### config.mk
export PLATFORM = sky130hd
export DESIGN_NAME = survivor_mem
export DESIGN_NICKNAME = d
export VERILOG_FILES = /design/src/rtl/viterbi_pkg.sv /design/src/rtl/survivor_ram.sv /design/src/rtl/survivor_mem.sv
export SDC_FILE = /design/constraint.sdc
export NUM_CORES = 2
export LEC_CHECK = 0
export CORE_UTILIZATION = 56
export CTS_CLUSTER_DIAMETER = 150
export DETAILED_ROUTE_END_ITERATION = 8
export DONT_BUFFER_PORTS = 1
export PLACE_DENSITY = 0.77
export SKIP_CTS_REPAIR_TIMING = 1
export SLEW_MARGIN = 20
export SYNTH_ARGS = -nofsm -noshare
export SYNTH_HDL_FRONTEND = slang
export SYNTH_SLANG_ARGS = --single-unit
### constraint.sdc
create_clock -name clk -period 11.9 [get_ports clk]
set_input_delay 0.595 -clock clk [delete_from_list [all_inputs] [get_ports clk]]
set_output_delay 0.595 -clock clk [all_outputs]
set_load 0.05 [all_outputs]
### src/rtl/viterbi_pkg.sv
// Shared Viterbi decoder parameters and circular column-index helpers.
// The index helpers are used by both the survivor memory and traceback.
package viterbi_pkg;

  localparam int K     = 7;
  localparam int M     = K - 1;
  localparam int D     = 40;
  localparam int NS    = 2 ** M;
  localparam int PTR_W = $clog2(D);
  localparam int CNT_W = $clog2(D + 1);

  typedef logic [PTR_W-1:0] ptr_t;
  typedef logic [M-1:0]     state_t;
  typedef logic [NS-1:0]    col_t;

  // D need not be a power of two, so wrap explicitly rather than by overflow.
  function automatic ptr_t ptr_inc(input ptr_t p);
    if (p == ptr_t'(D - 1)) return '0;
    return p + ptr_t'(1);
  endfunction

  function automatic ptr_t ptr_dec(input ptr_t p);
    if (p == '0) return ptr_t'(D - 1);
    return p - ptr_t'(1);
  endfunction

endpackage

### src/rtl/survivor_ram.sv
// D x NS simple dual-port survivor store: one write, one registered read,
// read-before-write on address collision.
module survivor_ram
  import viterbi_pkg::*;
(
  input  logic       clk,
  input  logic       we,
  input  ptr_t       waddr,
  input  col_t       wdata,
  input  ptr_t       raddr,
  output col_t       rdata
);

  col_t mem [D];
  col_t rdata_q;

  // NOTE: the array has no reset so it maps onto RAM macros; unwritten
  // columns hold garbage, which traceback never reads before the memory fills.
  always_ff @(posedge clk) begin
    if (we) mem[waddr] <= wdata;
    rdata_q <= mem[raddr];
  end

  assign rdata = rdata_q;

endmodule

### src/rtl/survivor_mem.sv
// Circular survivor-decision memory between the ACS array and traceback:
// write pointer, column counter, best end state and a one-cycle bit read port.
module survivor_mem
  import viterbi_pkg::*;
(
  input  logic             clk,
  input  logic             rst,
  input  logic             surv_valid,
  input  logic [NS-1:0]    surv_vec,
  input  logic [M-1:0]     surv_best,
  output logic [PTR_W-1:0] wr_ptr,
  output logic [M-1:0]     s_end,
  output logic             mem_full,
  input  logic [PTR_W-1:0] tb_time,
  input  logic [M-1:0]     tb_state,
  output logic             tb_surv_bit
);

  ptr_t             wr_ptr_q,   wr_ptr_d;
  state_t           s_end_q,    s_end_d;
  logic [CNT_W-1:0] col_cnt_q,  col_cnt_d;
  state_t           rd_state_q, rd_state_d;
  logic             rd_ok_q,    rd_ok_d;
  col_t             rd_col;

  // NOTE: every output of this block gets a default first, so no path
  // leaves a signal unassigned and no latch is inferred.
  always_comb begin
    wr_ptr_d   = wr_ptr_q;
    s_end_d    = s_end_q;
    col_cnt_d  = col_cnt_q;
    rd_state_d = tb_state;
    rd_ok_d    = (tb_time < ptr_t'(D));
    if (surv_valid) begin
      wr_ptr_d = ptr_inc(wr_ptr_q);
      s_end_d  = surv_best;
      if (col_cnt_q != CNT_W'(D)) col_cnt_d = col_cnt_q + CNT_W'(1);
    end
  end

  // NOTE: sequential state uses non-blocking assignments so every flop
  // samples pre-edge values regardless of statement order.
  always_ff @(posedge clk or posedge rst) begin
    if (rst) begin
      wr_ptr_q   <= '0;
      s_end_q    <= '0;
      col_cnt_q  <= '0;
      rd_state_q <= '0;
      rd_ok_q    <= 1'b0;
    end else begin
      wr_ptr_q   <= wr_ptr_d;
      s_end_q    <= s_end_d;
      col_cnt_q  <= col_cnt_d;
      rd_state_q <= rd_state_d;
      rd_ok_q    <= rd_ok_d;
    end
  end

  survivor_ram u_ram (
    .clk   (clk),
    .we    (surv_valid),
    .waddr (wr_ptr_q),
    .wdata (surv_vec),
    .raddr (tb_time),
    .rdata (rd_col)
  );

  // Range flag and bit select are registered alongside the column, so the
  // read stays one cycle and an async reset forces the output low at once.
  assign tb_surv_bit = rd_ok_q & rd_col[rd_state_q];
  assign wr_ptr      = wr_ptr_q;
  assign s_end       = s_end_q;
  assign mem_full    = (col_cnt_q == CNT_W'(D));

endmodule

* Yosys cells after proc, flatten, opt, wreduce, memory -nomap -nowiden
Memories as Yosys holds them, arrays and structs flattened. A register that Yosys moved wholly into a read port is not among the register bits.
Cells that the tools add are included.
** Storage, ports and cells
- Register bits :: 25
- RAM bits :: 2560
- Output and inout port bits :: 14
- Memories kept :: 1
** Memory list
- u_ram.mem :: words 40, width 64, rd ports 1, clocked after Yosys merged registers in 1, wr ports 1, line survivor_ram.sv:14 : col_t mem [D];
** Cells by class
- Add/subtract/negate cells :: 2
- Magnitude comparators :: 2
- Equality and inequality tests :: 3
- Mux-type cells :: 8
- Bitwise operators :: 1
- Reductions and logical operators :: 1
** Operators with widths (number)
- $add 6x1->6 const B :: 2
- $eq 6x6->1 const B :: 2
- $mux 6 :: 2
- $lt 6x7->1 const B :: 1
- $bmux 1 s6 :: 1
- $lt 6x6->1 const B :: 1
- $ne 6x6->1 const B :: 1
- $mux 1 :: 5
- $reduce_and 2->1 :: 1
- $and 1x1->1 :: 1

* Logic depth before layout (Yosys ltp)
- Depth in word-level cells :: 4
- Gate-level depth with buffers :: 10
- Mapped depth without buffers :: 6

* Hierarchy
From an unflattened synthesis, not the netlist that was laid out.
** Unflattened totals
- Cells, all modules :: 4202
- Area, all modules :: 100132.3 um^2
** By module, submodules not included
- survivor_ram :: instances 1, cells each 4089, area each 98608.3 um^2, seq. area each 78155.0 um^2
- survivor_mem :: instances 1, cells each 113, area each 1524.0 um^2, seq. area each 625.6 um^2

* Worst setup path before layout
OpenSTA, ideal clock, no wires.
- Path kind :: register to register
- Start :: register wr_ptr_q[3], in the netlist wr_ptr[3]
- End :: memory u_ram.mem[14][0] (netlist bit) (enable)
- Arrival time :: 4.205 ns
- Setup slack :: 7.209 ns
- Stages on the path, launching flop included :: 6
- Path buffers :: 2
- Clock period less this slack :: 4.691 ns
- Cell sequence :: dfrtp_1 clkbuf_1 inv_1 or3_1 clkbuf_1 nor2_1
** RTL lines
- start: declaration :: line survivor_mem.sv:19 : ptr_t wr_ptr_q, wr_ptr_d;
- start signal: assignment :: line survivor_mem.sv:51 : wr_ptr_q <= wr_ptr_d;
- end: declaration :: line survivor_ram.sv:14
Straight into the memory's write port.

==> flow_summary.json <==
{
  "slew_headroom_pct": 20.05,
  "ys_seq_elements": 2649,
  "initial_core_util_pct": 56.54,
  "grt_max_degree": 675,
  "switching_share_pct": 22.98,
  "slowest_delay_ns": 0.80,
  "synth_edf_count": 2560,
  "n_fill_cell": 10890,
  "tritoncts": "yes",
  "synth.net_count": 4408,
  "clock_skew_ns": 0.04633,
  "area.growth.synth_to_final_pct": 12.36,
  "fin_crit_sh_pct": 34.83,
  "drv_cap": 0,
  "wl_per_cell_um": 38.61,
  "status": "complete, but fails checks",
  "crit_path_end_kind": "register",
  "track_usage_pct": 29.44,
  "dp_hpwl_um": 144000,
  "die_w_um": 424.1,
  "die_area_um2": 179900,
  "vias_per_cell": 7.184,
  "htreeDepth": 4,
  "cp_data_required_time_ns": 12.68,
  "ys_warn_count": 0,
  "critPathLaunch": "tb_time[0]",
  "violations": "DRC",
  "power_frac_seq_pct": 54.1,
  "die_h_um": 424.1,
  "hold_path_startpoint": "tb_time[3]",
  "vias": 50590,
  "switchingPower_mw": 4.625,
  "antenna_found_initial": 20,
  "grt_pass1_vias": 47770,
  "critPathBufInv": 3,
  "overflow": 0,
  "syn_area_per_cell_um2": 23.10,
  "finalPower_mw": 20.13,
  "path_max_fanout": 147,
  "start_kind": "input port",
  "cp.arrival_ns": 4.93,
  "hold_viol": 0,
  "clockBufferDepth": 3,
  "cts_root_buf": "clkbuf_16",
  "io_pins": 99,
  "crit_top_cell": "buf_16",
  "synth_async_sr_flop_share_pct": 0.9438,
  "row_count": 154,
  "ys_types": 47,
  "cpMaxStageDelayCell": "buf_16",
  "nets": 4564,
  "dr.pass1.iters": 9,
  "drv_slew": 0,
  "port_buffers": 0,
  "grt_pass1_wl_um": 367500,
  "cts_buffers": 235,
  "clkPwrFrac_pct": 38.6,
  "ys.flop_type": "edfxtp_1",
  "leakagePower_nw": 35.11,
  "ir_drop_uv": 177.6,
  "internal_power_mw": 15.50,
  "drtIter0Drc": 9434,
  "r2r_start": "wr_ptr[2]",
  "path_cells": "buf_16, buf_16, buf_16, mux4_2, a22oi_1, nand3_1, a22o_1",
  "tightest_slew_ns": 1.199,
  "ant_nets": 0,
  "syn_inst": 4320,
  "rsz0062_at_grt": "false",
  "totalWireLength_um": 271900,
  "post-route-min-period_ns": 4.145,
  "core-area_um2": 176500,
  "drc": 8,
  "layout-drive-gt1-share_pct": 26.52,
  "cts_sinks": 2649,
  "worst-setup-path-type": "input port to register",
  "syn_area_um2": 99790,
  "powerDensity_nw_per_um2": 179.5,
  "gp_congestion": 0.9621,
  "setup-violations-final": 0,
  "clock.fmax_mhz": 241.2,
  "clk_pin_slew_worst_paths_ns": 0.06,
  "clkLatencyLatePin_ns": 0.91,
  "seq_area_frac_synth_pct": 78.94,
  "hp-class": "input port to register",
  "cp_top_family": "buffers and inverters",
  "fin_setup_tns_ns": 0,
  "combPwrFrac_pct": 7.3
}
## stage by stage
stage	worst slack [ns]	area (um2)	instances	hold slack (ns)	util [%]
2_1_floorplan	7.209	99790	4320	0.4344	-
3_3_place_gp	8.082	102300	6479	0.4589	57.96
3_5_place_dp	8.117	102400	6483	0.4618	58.01
4_1_cts	7.860	110300	6931	-0.3559	62.47
5_1_grt	7.586	112100	7030	-0.02650	63.51
6_report	7.755	112100	7042	0.02311	63.53
## cell usage after synthesis (6+ instances only)
master | number | share of area [%]
buf_6 | 16 | 0.18
buf_1 | 22 | 0.083
nand2_1 | 64 | 0.24
buf_2 | 80 | 0.40
o211a_1 | 11 | 0.11
a22o_1 | 23 | 0.20
a211oi_1 | 28 | 0.21
or4_1 | 23 | 0.17
mux2i_1 | 110 | 1.1
xnor2_1 | 6 | 0.053
o21ai_0 | 37 | 0.19
nor3_1 | 8 | 0.040
a21oi_1 | 21 | 0.11
dfxtp_1 | 64 | 1.3
nor2b_1 | 9 | 0.056
a22oi_1 | 88 | 0.66
dfrtp_1 | 25 | 0.63
clkbuf_1 | 98 | 0.37
edfxtp_1 | 2560 | 77
o221ai_1 | 9 | 0.079
mux4_2 | 622 | 14
nand3_1 | 46 | 0.23
a31oi_1 | 11 | 0.069
inv_1 | 7 | 0.026
buf_4 | 23 | 0.17
mux2_2 | 74 | 0.84
nor2_1 | 53 | 0.20
nand2b_1 | 6 | 0.038
o22ai_1 | 131 | 0.82
## cells by family (layout without fill, tap and decap cells)
group                      after synthesis  count (layout)  share of synthesized area (%)
AOI/OAI and AO/OA                      377             377                          2.592
xor gates and xnor gates                 7               7                        0.06144
adders and majority gates                3               3                        0.03762
buffers and inverters                  249             616                          1.266
DFF                                   2649            2649                          78.94
muxes                                  806             806                          15.98
other                                    0              15                              0
and+or+nand+nor                        229             229                          1.123
## cells in the final DEF, fill, tap and decap left out, types with 15 or more instances in the layout
cell type,Yosys,final
dfrtp_1,25,25
clkbuf_8,0,15
or4_1,23,23
o21ai_0,37,37
buf_12,0,54
a21oi_1,21,21
nor2_4,0,42
nand2_1,64,62
mux4_2,622,622
nand3_1,46,45
clkinv_2,0,50
dfxtp_1,64,64
a211oi_1,28,28
diode_2,0,15
mux2i_1,110,110
o22ai_1,131,131
edfxtp_1,2560,2560
clkbuf_1,98,42
clkinv_1,0,51
mux2_2,74,74
buf_16,0,22
buf_4,23,58
dlygate4sd3_1,0,24
a22oi_1,88,88
a22o_1,23,23
clkbuf_16,0,244
bufinv_16,0,22
## layout make-up
type	count	area (um2)	area share (%)
sequential	2649	78780	70.26
timing repair buffer	160	2385	2.127
clock buffer	301	6470	5.770
inverter	8	30.03	0.02678
clock inverter	147	1388	1.237
tap	2340	2928	2.611
antenna	15	37.54	0.03348
multi-input combinational	1422	20110	17.93
## per-layer routing
| metal | GRT usage [%] | wire [um] | up-vias | share of wire, % |
|---|---|---|---|---|
| met5 | 0 | 68 | - | 0.025 |
| met4 | 11.26 | 13330 | 10 | 4.9 |
| met3 | 9.317 | 40770 | 750 | 15 |
| met2 | 43.94 | 124900 | 4863 | 46 |
| met1 | 41.08 | 92850 | 26130 | 34 |
| li1 | - | - | 18840 | - |
## sequential cells by signal, summed over array words and instances, names as in the netlist
register and flops:
s_end 6, col_cnt_q 6, wr_ptr 6, u_ram.rdata 64, rd_ok_q 1, rd_state_q 6
u_ram.mem 2560
## final timing paths
kind,to,slack (ns),cells after the start
worst min register to register,col_cnt_q[5],0.47,1
worst max-delay path,u_ram.rdata[0],7.75,7
max in group asynchronous,rd_state_q[2],11.33,3
worst min-delay path,u_ram.rdata[49],0.02,2
worst max register to register,u_ram.mem[21][26],8.02,4
min in group asynchronous,rd_ok_q,0.23,3
## power groups by stage
stage	logic (mW)	registers, mW	clock network (mW)
floorplan	0.801	11.0	0
global placement	1.09	11.0	0
detailed placement	1.10	11.1	0
CTS	1.12	10.9	7.75
global route	1.50	10.9	8.12
finish	1.48	10.9	7.76
Power figures use the tool's default switching activity.
